### src/rtl/uart_tx_framer.sv
// Asynchronous serial transmitter: start bit, LSB-first data, optional parity, 1 or 2 stop bits.
// Every output is registered. The FSM state is exposed on o_state for observation.
module uart_tx_framer #(
    parameter int BAUD_DIV   = 434,
    parameter int DATA_W     = 8,
    parameter int PARITY_EN  = 0,
    parameter int PARITY_ODD = 0,
    parameter int STOP_BITS  = 1
) (
    input  logic              clk,
    input  logic              nrst,
    input  logic              start,
    input  logic [DATA_W-1:0] data,
    output logic              tx,
    output logic              busy,
    output logic              tx_done,
    output logic [2:0]        o_state
);

    localparam int CNT_W = (BAUD_DIV > 1) ? $clog2(BAUD_DIV) : 1;
    localparam int IDX_W = $clog2(DATA_W);

    localparam logic [CNT_W-1:0] CNT_LAST  = CNT_W'(BAUD_DIV - 1);
    localparam logic [CNT_W-1:0] CNT_END   = CNT_W'(BAUD_DIV - 2);
    localparam logic [IDX_W-1:0] IDX_LAST  = IDX_W'(DATA_W - 1);
    localparam logic             STOP_LAST = (STOP_BITS == 2);
    localparam logic             ODD_FLIP  = (PARITY_ODD != 0);
    localparam logic             HAS_PAR   = (PARITY_EN != 0);

    localparam logic [2:0] S_IDLE   = 3'd0;
    localparam logic [2:0] S_START  = 3'd1;
    localparam logic [2:0] S_DATA   = 3'd2;
    localparam logic [2:0] S_PARITY = 3'd3;
    localparam logic [2:0] S_STOP   = 3'd4;

    logic [2:0]        r_state;
    logic [CNT_W-1:0]  r_cnt;
    logic [IDX_W-1:0]  r_idx;
    logic              r_stop_idx;
    logic [DATA_W-1:0] r_shift;
    logic              r_par;
    logic              r_tx;
    logic              r_busy;
    logic              r_done;

    logic [2:0]        w_state;
    logic [CNT_W-1:0]  w_cnt;
    logic [IDX_W-1:0]  w_idx;
    logic              w_stop_idx;
    logic [DATA_W-1:0] w_shift;
    logic              w_par;
    logic              w_tx;
    logic              w_busy;
    logic              w_done;
    logic              w_cnt_last;
    logic              w_stop_end;

    assign w_cnt_last = (r_cnt == CNT_LAST);
    // The frame hands back to IDLE one cycle before the last stop bit ends, so that
    // cycle carries tx_done with busy low and a new start launches with no idle gap.
    assign w_stop_end = (r_stop_idx == STOP_LAST) && (r_cnt == CNT_END);

    always_comb begin
        w_state    = r_state;
        w_cnt      = r_cnt;
        w_idx      = r_idx;
        w_stop_idx = r_stop_idx;
        w_shift    = r_shift;
        w_par      = r_par;
        w_tx       = r_tx;
        w_busy     = r_busy;
        w_done     = 1'b0;

        if (r_state == S_IDLE) begin
            w_cnt = '0;
        end else begin
            w_cnt = w_cnt_last ? '0 : r_cnt + 1'b1;
        end

        case (r_state)
            S_IDLE: begin
                w_tx   = 1'b1;
                w_busy = 1'b0;
                if (start) begin
                    w_shift    = data;
                    w_par      = (^data) ^ ODD_FLIP;
                    w_idx      = '0;
                    w_stop_idx = 1'b0;
                    w_state    = S_START;
                    w_tx       = 1'b0;
                    w_busy     = 1'b1;
                end
            end
            S_START: begin
                if (w_cnt_last) begin
                    w_state = S_DATA;
                    w_tx    = r_shift[0];
                    w_idx   = '0;
                end
            end
            S_DATA: begin
                if (w_cnt_last) begin
                    if (r_idx == IDX_LAST) begin
                        if (HAS_PAR) begin
                            w_state = S_PARITY;
                            w_tx    = r_par;
                        end else begin
                            w_state = S_STOP;
                            w_tx    = 1'b1;
                        end
                    end else begin
                        w_idx   = r_idx + 1'b1;
                        w_shift = r_shift >> 1;
                        w_tx    = r_shift[1];
                    end
                end
            end
            S_PARITY: begin
                if (w_cnt_last) begin
                    w_state = S_STOP;
                    w_tx    = 1'b1;
                end
            end
            S_STOP: begin
                if (w_stop_end) begin
                    w_state = S_IDLE;
                    w_cnt   = '0;
                    w_busy  = 1'b0;
                    w_done  = 1'b1;
                end else if (w_cnt_last) begin
                    w_stop_idx = 1'b1;
                end
            end
            default: begin
                w_state = S_IDLE;
                w_cnt   = '0;
                w_tx    = 1'b1;
                w_busy  = 1'b0;
            end
        endcase
    end

    always_ff @(posedge clk) begin
        if (!nrst) begin
            r_state    <= S_IDLE;
            r_cnt      <= '0;
            r_idx      <= '0;
            r_stop_idx <= 1'b0;
            r_shift    <= '0;
            r_par      <= 1'b0;
            r_tx       <= 1'b1;
            r_busy     <= 1'b0;
            r_done     <= 1'b0;
        end else begin
            r_state    <= w_state;
            r_cnt      <= w_cnt;
            r_idx      <= w_idx;
            r_stop_idx <= w_stop_idx;
            r_shift    <= w_shift;
            r_par      <= w_par;
            r_tx       <= w_tx;
            r_busy     <= w_busy;
            r_done     <= w_done;
        end
    end

    assign tx      = r_tx;
    assign busy    = r_busy;
    assign tx_done = r_done;
    assign o_state = r_state;

endmodule
### config.mk
export PLATFORM = sky130hd
export DESIGN_NAME = uart_tx_framer
export DESIGN_NICKNAME = d
export VERILOG_FILES = /design/src/rtl/uart_tx_framer.sv
export SDC_FILE = /design/constraint.sdc
export NUM_CORES = 1
export LEC_CHECK = 0
export BUFFER_PORTS_ARGS = -buffer_cell sky130_fd_sc_hd__buf_4
export CAP_MARGIN = 25
export CORE_MARGIN = 5
export CORE_UTILIZATION = 61
export CTS_BUF_LIST = sky130_fd_sc_hd__clkbuf_16
export CTS_CLUSTER_SIZE = 30
export DETAILED_ROUTE_END_ITERATION = 10
export PLACE_DENSITY = 0.92
export SLEW_MARGIN = 20
export SYNTH_ARGS = -nofsm -noshare
export SYNTH_HDL_FRONTEND = slang
export SYNTH_SLANG_ARGS = --single-unit
### constraint.sdc
create_clock -name clk -period 3.5 [get_ports clk]
set_clock_uncertainty 0.05 [all_clocks]
set_input_delay 0.35 -clock clk [delete_from_list [all_inputs] [get_ports clk]]
set_output_delay 0.35 -clock clk [all_outputs]
set_load 0.02 [all_outputs]
### After elaboration in Yosys (flattened, before gate mapping)

Index checks and enable logic that the tools add are counted.

| word-level totals | value |
|---|---|
| register bits after elaboration | 27 |
| ROM bits | 0 |
| bits in writable memories | 0 |
| memories | 0 |
| input bits | 11 |
| bits in latches | 0 |

| operators by class | value |
|---|---|
| shift operators | 0 |
| equality and inequality tests | 16 |
| bitwise gates (word level) | 3 |
| multiply operators | 0 |
| reduce and logical (&&, ||, !) cells | 14 |
| $add $sub $neg | 2 |
| mux-type cells | 33 |
| $lt $le $gt $ge | 0 |
| div/mod/pow operators | 0 |

Operator list:

| kind | number |
|---|---|
| $mux W3 | 10 |
| $mux W9 | 3 |
| $mux W8 | 3 |
| $eq A9 B9 Y1 const B | 2 |
| $ne A2 B2 Y1 const B | 9 |
| $pmux W9 S2 | 1 |
| $pmux W8 S2 | 1 |
| $pmux W3 S5 | 1 |
| $reduce_and A4 Y1 | 3 |
| $mux W1 | 10 |
| $add A9 B1 Y9 const B | 1 |
| $pmux W3 S3 | 1 |
| $eq A3 B2 Y1 const B | 2 |
| $eq A3 B3 Y1 const B | 2 |
| $reduce_and A6 Y1 | 1 |
| $pmux W1 S5 | 1 |
| $reduce_and A5 Y1 | 1 |
| $reduce_and A2 Y1 | 2 |
| $reduce_bool A2 Y1 | 2 |
| $reduce_or A4 Y1 | 1 |
| $add A3 B1 Y3 const B | 1 |
| $eq A3 B1 Y1 const B | 1 |
| $logic_not A3 Y1 | 1 |
| $not A1 Y1 | 3 |
| 5 further kinds | 5 |

### Logic depth before layout (Yosys ltp)

Gate-level depths: netlist of run 1.

| depth | value |
|---|---|
| depth after elaboration | 5 |
| mapped depth | 6 |

### Worst setup path after synthesis of run 1

Ideal clock, no wire load.

| timing | value |
|---|---|
| path type | reg-to-reg |
| start | reg r_state[1], in the netlist o_state[1] |
| end | reg r_shift[7] |
| path slack | 1.830 ns |
| arrival | 1.505 ns |
| data required time | 3.335 ns |
| cell stages (with the launch flop) | 6 |
| buffers on the path | 1 |
| cell sequence | dfxtp_1 or3b_1 buf_6 o21ai_4 o21ai_4 a31o_1 |

| on the way | value |
|---|---|
| longest elaborated chain between the ends | 3 |

RTL lines:

| element | line | text |
|---|---|---|
| start, declared | 36 | `logic [2:0] r_state;` |
| start signal, assigned | 155 | `r_state <= w_state;` |
| $eq A3 B2 Y1 / $logic_not A3 Y1 (equally long branches) | 80 | `case (r_state)` |
| $ne A2 B2 Y1 (no line) / $reduce_bool A2 Y1 (equally long branches) | n/a |  |
| $reduce_and A4 Y1 (no line) | n/a |  |
| end signal, assigned | 159 | `r_shift <= w_shift;` |
| end, declared | 40 | `logic [DATA_W-1:0] r_shift;` |

Parallel ways exist; a longest one is shown, timed or not.
A chain may end at the register's enable or synchronous reset.

### Final worst setup path of run 1

| timing | value |
|---|---|
| start | reg r_state[1], in the netlist o_state[1] |
| end | reg r_idx[2] |

| on the way | value |
|---|---|
| longest elaborated chain between the ends | 3 |

RTL lines:

| element | line | text |
|---|---|---|
| $eq A3 B2 Y1, or another cell as far along | 80 |  |
| $ne A2 B2 Y1 (no line) / $reduce_bool A3 Y1 (equally long branches) | n/a |  |
| $reduce_and A5 Y1 (no line) | n/a |  |
| end signal, assigned | 157 | `r_idx <= w_idx;` |
| end, declared | 38 | `logic [IDX_W-1:0] r_idx;` |

Parallel ways exist; a longest one is shown, timed or not.

==> reports/metrics.yaml, run 1 <==
worst_setup_path:
  worstPathArrival_ps: 2200
  crit_cells: 4
  critPathRequiredTime_ps: 3650
  startpoint: "o_state[1]"
  worstSetupPathType: "reg -> reg"
  cp_slowest_stage_delay_ps: 640
  rrSetupSlack_ps: 1450
  ff2ff_path_depth: 4
  cp_cell_sequence: "or3b_1 -> o32a_2 -> a21oi_2 -> mux2i_1"
  cp-start-kind: "flip-flop"
  r2r-start: "o_state[1]"
  crit_buf_inv: 0
  slowest_stage: "or3b_1"
  worstReg2RegEnd: "r_idx[2]"
  path_delay_family: "simple AND/OR/NAND/NOR gates"
  path_max_fanout: 15
  cp-end-kind: "flip-flop"
logic_synthesis:
  ys_top_cells_by_count: "27 x dfxtp_1, 22 x nand2_1, 21 x nor2_1"
  synth_top_area_share_pct: 37.40
  syn_area_um2: 1445
  synth-main-ff-cell: "dfxtp_1"
  synth_area_leaders: "dfxtp_1 37%, mux2i_1 6.2%, nand2_1 5.7%"
  yosys.area.top_type: "dfxtp_1"
  yosys.cell_types.count: 42
  syn_nets: 177
  yosysMostFrequentCell: "dfxtp_1"
  syn_inst: 161
  synth-seq-cells: 27
  async_flop_share_pct: 0
  synth_seq_area_share_pct: 37.40
  synth_edf_count: 0
  yosysWarnings: 0
  syn_area_per_cell_um2: 8.976
clocking:
  cts.repair.resized: 0
  cts_inserted_buffers: 3
  clock_sinks: 27
  tritoncts: "done"
  cts_hold_buf: 0
  clkTransAtPathRegs_ps: 70
  clock-root-buffer: "clkbuf_16"
  clock_latency_ps: 270
  post_cts_buffers: 0
  htreeDepth: 1
  cts_max_path_buffers: 2
sta:
  fin_ws_ps: 1450
  fin_crit_ps: 2050
  post-route-period-util_pct: 58.56
  setup_viol: 0
  worst_pin_slew_ps: 550.0
  finalHoldViolCount: 0
  setup_tns_ps: 0
  timing.fmax_mhz: 487.9
  relSlewSlack_pct: 63.33
  rsz0062_at_grt: "false"
  finalMaxSlewViolations: 0
power:
  power_leakage_uw: 0.0006587
  ir_drop_v: 0.0003721
  power_density_nw_per_um2: 402.1
  total_power_uw: 657.5
floorplan:
  die_w_um: 58.68
  start_util_pct: 64.71
  core_um2: 2233
  fp.dieArea_um2: 3443
  ioPinCount: 17
  core.rowCount: 17
  die_y_um: 58.68
run_status:
  outcome: "finished clean"
cells_and_area:
  area_growth_pct: 13.16
  final_util_pct: 73.22
  multi_input_area_um2: 844.6
  antenna_cells: 0
  regArea_um2: 540.5
  nFillCells: 165
  final_cell_area_um2: 1635
  final_nets: 190
  drive_gt1_share_pct: 19.65
grt:
  grt_pass1_wl_um: 4981
  grt_max_degree: 31
  grt_pass1_vias: 1182
  grt_use_met3_pct: 3.509
  met1_usage_pct: 20.13
  gr-total-overflow: 0
  grt_use_met2_pct: 33.97
  grt_antenna_before_repair: 0
  track_usage_pct: 18.73
  busiest_layer: "met2"
place:
  place_ws_ps: 1482
  gp_congestion: 0.7756
  placed_cell_area_um2: 1551
  io_buffers: 16
  dp_hpwl_um: 2060
worst_hold_path:
  worst_hold_path_type: "in -> reg"
  holdCritStartpoint: "data[7]"
  holdPathEnd: "r_shift[7]"
  hold_depth: 4
detailed_routing:
  dr.pass1.iters: 4
  num_vias: 1144
  drtIter0Drc: 38
  wl_per_cell_um: 14.30
  post-route-drc-count: 0
  vias_per_cell: 5.692
  final_antenna_net_count: 0
  wl_um: 2874
run:
  cap_violations: 0
==> state kept, by name, indices dropped and copies added, names as in the netlist <==
signal,cells
r_stop_idx,1
r_idx,3
busy,1
o_state,3
r_cnt,9
tx,1
r_shift,8
tx_done,1
==> layout make-up <==
cell class | count | area share [%]
Clock buffer | 3 | 4.591
Clock inverter | 1 | 0.5356
Inverter | 3 | 0.6886
Multi-Input combinational cell | 123 | 51.64
Sequential cell | 27 | 33.05
Tap cell | 28 | 2.142
Timing Repair Buffer | 16 | 7.345
==> placed cells by master, fill, tap and decap left out, types with 4 or more instances in the layout <==
master,synthesis,routed
nor2b_1,4,4
buf_4,0,16
ha_1,5,5
mux2i_1,9,9
a21oi_1,6,6
dfxtp_1,27,27
mux2_2,6,6
nor2_1,21,21
nand3_1,5,5
nand2_1,22,22
xnor2_1,5,5
==> metal layers <==
metal | part of all wire (%) | wire [um]
met3 | 2.9 | 82
met4 | 2.9 | 83
met5 | 0 | 0
met2 | 51 | 1464
met1 | 43 | 1244
==> per-stage QoR <==
stage,std cells,hold WS (ps)
after floorplan,161,385.5
after global placement,197,394.4
after detailed placement,197,404.7
after CTS,201,366.4
after global routing,201,378.4
final,201,368.4
==> worst register-to-register path, cell delays in order (launching register included) <==
cell and delay [ps]:
dfxtp_1 570, or3b_1 650, o32a_2 310, a21oi_2 200, mux2i_1 210
==> worst max path at each step <==
stage                      end  slack [ps]
finish                r_idx[2]        1450
global route          r_idx[2]        1310
CTS                   r_idx[2]        1460
detailed placement    r_idx[2]        1480
global placement            tx        1550
floorplan           r_shift[7]        1830
==> cell families after synthesis <==
kind of cell    after synthesis  share of synthesized area [%]
simple gates                 74                          26.41
flops                        27                          37.40
compound gates               20                          11.17
mux                          16                          11.69
buf+inv                      11                          4.155
xor+xnor                      8                          4.849
fa+ha+maj                     5                          4.329
==> report_power, final <==
part | switching [uW] | total (uW) | internal (uW)
combinational | 32.2 | 63.8 | 31.7
clock | 110 | 268 | 158
sequential | 8.98 | 326 | 317
total | 151 | 658 | 507
No activity file was read; power rests on OpenSTA's default activity.
==> run 2: changes to the inputs <==
- ABC_AREA: unset -> 1
- CORE_UTILIZATION: 61 -> 57
- PLACE_DENSITY: 0.92 -> 0.87
- clock period: 3.5 -> 1.9 ns (I/O delays scaled with it)
==> run 2 against run 1 <==
  * First-iteration DRC count shrank 18%
  * Register-to-register slack got worse by 1100 ps
  * Critical endpoint is now r_shift[1]
  * Critical path type unchanged
  * Via count is 8.5% higher
  * Core utilization shrank 5.3 points
==> reports/metrics.yaml, run 2 <==
cells_and_area:
  final_util_pct: 67.94
  antenna_cells: 0
  top_register: "r_cnt"
  reg.largest.list: "r_cnt (9), r_shift (8)"
  final_cells: 246
  final_cell_mix: "42 x nand2_1, 27 x inv_1, 27 x dfxtp_1"
  largest_register_ffs: 9
  nFillCells: 195
  layout_commonest_cell: "nand2_1"
  area_growth_pct: 14.81
  drive_gt1_share_pct: 21.76
  final_nets: 233
worst_setup_path:
  rrSetupSlack_ps: 340
  worstReg2RegEnd: "r_shift[1]"
  worstPathArrival_ps: 1670
  path_max_fanout: 16
  cp_cell_sequence: "inv_2 -> nand3_4 -> inv_4 -> nand2_4 -> nand2_4 -> nand2_4 -> inv_1 -> nor2_1 -> nor2_1"
  slowest_stage: "dfxtp_1"
  ff2ff_path_depth: 9
  worstSetupPathType: "reg -> reg"
  cp_common_cell: "nand2_4"
  r2r-start: "o_state[2]"
  cp-end-kind: "flip-flop"
  critPathRequiredTime_ps: 2010
  cp-start-kind: "flip-flop"
  cp_slowest_stage_delay_ps: 460
logic_synthesis:
  yosys.cell_types.count: 27
  synth-seq-cells: 27
  synth_seq_area_share_pct: 37.21
  synth_edf_count: 0
  async_flop_share_pct: 0
  ys_top_cells_by_count: "42 x nand2_1, 27 x dfxtp_1, 26 x inv_1"
  yosys.area.top_type: "dfxtp_1"
  syn_inst: 199
  syn_area_um2: 1453
  synth_area_leaders: "dfxtp_1 37%, nand2_1 11%, inv_1 6.7%"
  synth_top_area_share_pct: 37.21
  syn_nets: 215
  syn_area_per_cell_um2: 7.300
  synth-main-ff-cell: "dfxtp_1"
  yosysMostFrequentCell: "nand2_1"
  yosysWarnings: 0
sta:
  setup_viol: 0
  setup_tns_ps: 0
  rsz0062_at_grt: "false"
  relSlewSlack_pct: 75.05
  finalHoldViolCount: 0
  worst_pin_slew_ps: 374.3
  holdWs_ps: 188.3
  finalMaxSlewViolations: 0
  timing.fmax_mhz: 641.6
  post-route-period-util_pct: 82.03
  fin_crit_ps: 1559
floorplan:
  fp.dieArea_um2: 3658
  ioPinCount: 17
  start_util_pct: 59.17
  die_y_um: 60.48
  die_w_um: 60.48
  core.rowCount: 18
  core_um2: 2455
detailed_routing:
  drtIter0Drc: 31
  wl_um: 2624
  post-route-drc-count: 0
  vias_per_cell: 5.045
  final_antenna_net_count: 0
  wl_per_cell_um: 10.67
  num_vias: 1241
  dr.pass1.iters: 4
run:
  cap_violations: 0
grt:
  grt_max_degree: 17
  grt_pass1_wl_um: 4836
  grt_antenna_before_repair: 0
  grt_pass1_vias: 1170
  track_usage_pct: 17.19
  gr-total-overflow: 0
clocking:
  cts_inserted_buffers: 3
  clock_sinks: 27
  htreeDepth: 1
  cts_max_path_buffers: 2
  clock-root-buffer: "clkbuf_16"
  post_cts_buffers: 0
  clock_latency_ps: 260
  tritoncts: "done"
  cts.repair.resized: 0
  cts_hold_buf: 0
  clkTransAtPathRegs_ps: 70
place:
  dp_hpwl_um: 2023
  io_buffers: 16
  gp_congestion: 0.8211
  placedCellCount: 242
worst_hold_path:
  holdCritStartpoint: "data[7]"
  hold_depth: 3
  worst_hold_path_type: "in -> reg"
  holdPathEnd: "r_shift[7]"
power:
  power_leakage_uw: 0.0007462
  ir_drop_v: 0.0008548
  power_density_nw_per_um2: 1315
run_status:
  outcome: "finished clean"
-- run 2: cell count changes after synthesis, moves of 6 or more --
cell | previous run | this run
mux2_2 | 6 | 0
mux2i_1 | 9 | 0
o21ai_0 | 0 | 11
nand2_1 | 22 | 42
nand2_2 | 0 | 6
nand3_1 | 5 | 11
inv_1 | 3 | 26
-- run 2: critical path, delay by kind of cell (launching register included) --
family	cells	cell delay, ps
AND/OR/NAND/NOR	6	630
flip-flops	1	460
buffers and inverters	3	310
-- run 2: layer usage --
| metal | GRT usage (%) | vias up | routed length (um) |
|---|---|---|---|
| met3 | 3.191 | 4 | 107 |
| met4 | 5.573 | 0 | 31 |
| met5 | 0 | - | 0 |
| met1 | 23.28 | 549 | 1316 |
| li1 | - | 668 | - |
| met2 | 27.78 | 20 | 1168 |
-- run 2: power by group --
| part | internal (uW) | leakage, uW | total, uW | switching [uW] |
|---|---|---|---|---|
| Sequential | 718 | 0.000221 | 813 | 95.5 |
| Combinational | 326 | 0.000483 | 910 | 584 |
| Clock | 282 | 0.0000423 | 470 | 189 |
-- run 2: worst max path at each step --
stage	cells past startpoint	startpoint	endpoint	slack, ps
2_1_floorplan	8	o_state[2]	r_shift[5]	450
3_3_place_gp	9	o_state[2]	r_shift[1]	380
3_5_place_dp	9	o_state[2]	r_shift[0]	350
4_1_cts	9	o_state[2]	r_shift[1]	340
5_1_grt	9	o_state[2]	r_shift[1]	170
6_report	9	o_state[2]	r_shift[1]	340
-- run 2: metrics by stage --
step / instance area (um2) / power, uW / setup slack, ps
6_report: 1668 / 2193 / 341.4
3_5_place_dp: 1589 / 1739 / 351.7
3_3_place_gp: 1589 / 1715 / 379.8
5_1_grt: 1668 / 2394 / 174.0
4_1_cts: 1668 / 2210 / 342.4
2_1_floorplan: 1453 / 1567 / 447.3
-- run 2: final cells by class --
cell class,instances,area (um2),share of cell area (%)
Inverter,31,118.9,7.127
Clock buffer,3,75.07,4.501
Tap cell,30,37.54,2.251
Multi-Input combinational cell,138,772.0,46.29
Clock inverter,1,3.754,0.2251
Sequential cell,27,540.5,32.41
Timing Repair Buffer,16,120.1,7.202
-- run 2: cells by family after synthesis --
logic type	share of synthesized area [%]
buf+inv	9.647
xor+xnor	3.015
compound gates	12.32
fa+ha+maj	4.307
simple gates	33.51
flops	37.21
==> run 3: changes to the inputs <==
- CORE_UTILIZATION: 57 -> 51
- PLACE_DENSITY: 0.87 -> 0.83
- clock period: 1.9 -> 1.3 ns (I/O delays scaled with it)
==> run 3 against run 2 <==
  * The flow now finishes with violations (negative setup slack)
  * Clock-buffer cell count unchanged
  * Via count increased by 19%
  * Register-to-register slack got worse by 470 ps
  * Critical path type unchanged
  * Largest power group unchanged
  * Highest routed layer unchanged
==> reports/metrics.yaml, run 3 (synthesis results as in run 2) <==
detailed_routing:
  wl_per_cell_um: 14.51
  post-route-drc-count: 0
  drtIter0Drc: 67
  num_vias: 1478
  dr.pass1.iters: 4
  wl_um: 4064
  vias_per_cell: 5.279
  final_antenna_net_count: 0
worst_hold_path:
  worst_hold_path_type: "in -> reg"
floorplan:
  die_y_um: 63.37
  ioPinCount: 17
  fp.dieArea_um2: 4016
  core.rowCount: 19
  core_um2: 2734
  start_util_pct: 53.14
  die_w_um: 63.37
sta:
  fin_ws_ps: -124.5
  relSlewSlack_pct: 78.87
  setup_viol: 24
  timing.fmax_mhz: 702.0
  fin_crit_ps: 1425
  post-route-period-util_pct: 109.6
  worst_pin_slew_ps: 316.9
  finalMaxSlewViolations: 0
  rsz0062_at_grt: "true"
  finalHoldViolCount: 0
power:
  power_leakage_uw: 0.0009638
  ir_drop_v: 0.001798
  power_density_nw_per_um2: 1862
  total_power_uw: 3990
clocking:
  htreeDepth: 1
  tritoncts: "done"
  cts_inserted_buffers: 3
  cts_max_path_buffers: 2
  clkTransAtPathRegs_ps: 60
  clock-root-buffer: "clkbuf_16"
  clock_sinks: 27
  clock_latency_ps: 270
cells_and_area:
  drive_gt1_share_pct: 46.59
  nFillCells: 165
  area_growth_pct: 47.46
  largest_register_ffs: 9
  antenna_cells: 0
  final_nets: 266
  final_cell_mix: "47 x buf_4, 37 x nand2_1, 23 x inv_1"
  final_cells: 280
  top_register: "r_cnt"
  multi_input_area_um2: 982.2
  layout_commonest_cell: "buf_4"
  reg.largest.list: "r_cnt (9), r_shift (8)"
  regArea_um2: 554.3
grt:
  grt_pass1_wl_um: 6837
  grt_max_degree: 15
  grt_pass1_vias: 1473
  grt_antenna_before_repair: 0
  track_usage_pct: 21.20
  gr-total-overflow: 0
worst_setup_path:
  worstSetupPathType: "reg -> reg"
  worstPathArrival_ps: 1520
  path_max_fanout: 3
  cp-end-kind: "flip-flop"
  cp-start-kind: "flip-flop"
  critPathRequiredTime_ps: 1400
run:
  cap_violations: 0
run_status:
  failed_checks: "negative setup slack"
  outcome: "finished, violations left"
place:
  placedCellCount: 269
  gp_congestion: 0.8142
  dp_hpwl_um: 2507
  io_buffers: 16
-- run 3: what timing repair did --
action                     CTS  global route
cloned                       1             0
pin swaps                   12             9
setup buffers                6             0
setup endpoints to repair   24            26
gates resized for setup     21            19
hold buffers                 0             0
-- run 3: worst paths after layout --
| kind | from | to | slack, ps | cells after the start |
|---|---|---|---|---|
| worst min register to register | r_shift[5] | r_shift[5] | 410 | 2 |
| worst min-delay path | data[7] | r_shift[7] | 90 | 3 |
| worst max-delay path | r_cnt[1] | busy | -120 | 10 |
| worst max register to register | r_cnt[1] | busy | -120 | 10 |
-- run 3: through the flow --
step	hold slack (ps)	utilization, %	setup slack, ps	cell area [um2]	TNS [ps]
2_1_floorplan	237.4	-	-40.43	1501	-175.1
3_3_place_gp	387.2	67.09	-58.43	1834	-495.5
3_5_place_dp	392.6	67.09	-132.2	1834	-1339
4_1_cts	94.90	75.51	-99.79	2064	-1595
5_1_grt	102.2	78.35	-207.5	2142	-4040
6_report	88.24	78.35	-124.5	2142	-1915
-- run 3: power breakdown --
group          total [uW]  switching, uW  internal, uW  leakage, uW
clock network         712            299           413    0.0000423
logic                2040           1220           821     0.000697
registers            1230            164          1070     0.000224
total                3990           1680          2300     0.000964
-- run 3: final cells by class --
class / instances / share of cell area, %
Timing Repair Buffer: 48 / 17.00
Sequential cell: 27 / 25.88
Multi-Input combinational cell: 139 / 45.85
Clock inverter: 1 / 0.1752
Clock buffer: 3 / 3.505
Inverter: 31 / 5.783
Tap cell: 31 / 1.811
-- run 3: critical path, cell delays in order (launching register included) --
cell and delay (ps):
dfxtp_2 320, inv_2 70, ha_2 170, nand3_2 50, nor2_1 120, nand2_1 90
nand2_2 120, o21ai_4 80, buf_4 140, nand2_1 50, a21oi_1 60
-- run 3: per-layer routing --
layer,up-vias,wire length (um),track usage (%)
li1,730,-,-
met1,694,1757,24.27
met2,43,2035,37.44
met3,11,179,3.908
met4,0,93,9.870
met5,-,0,0
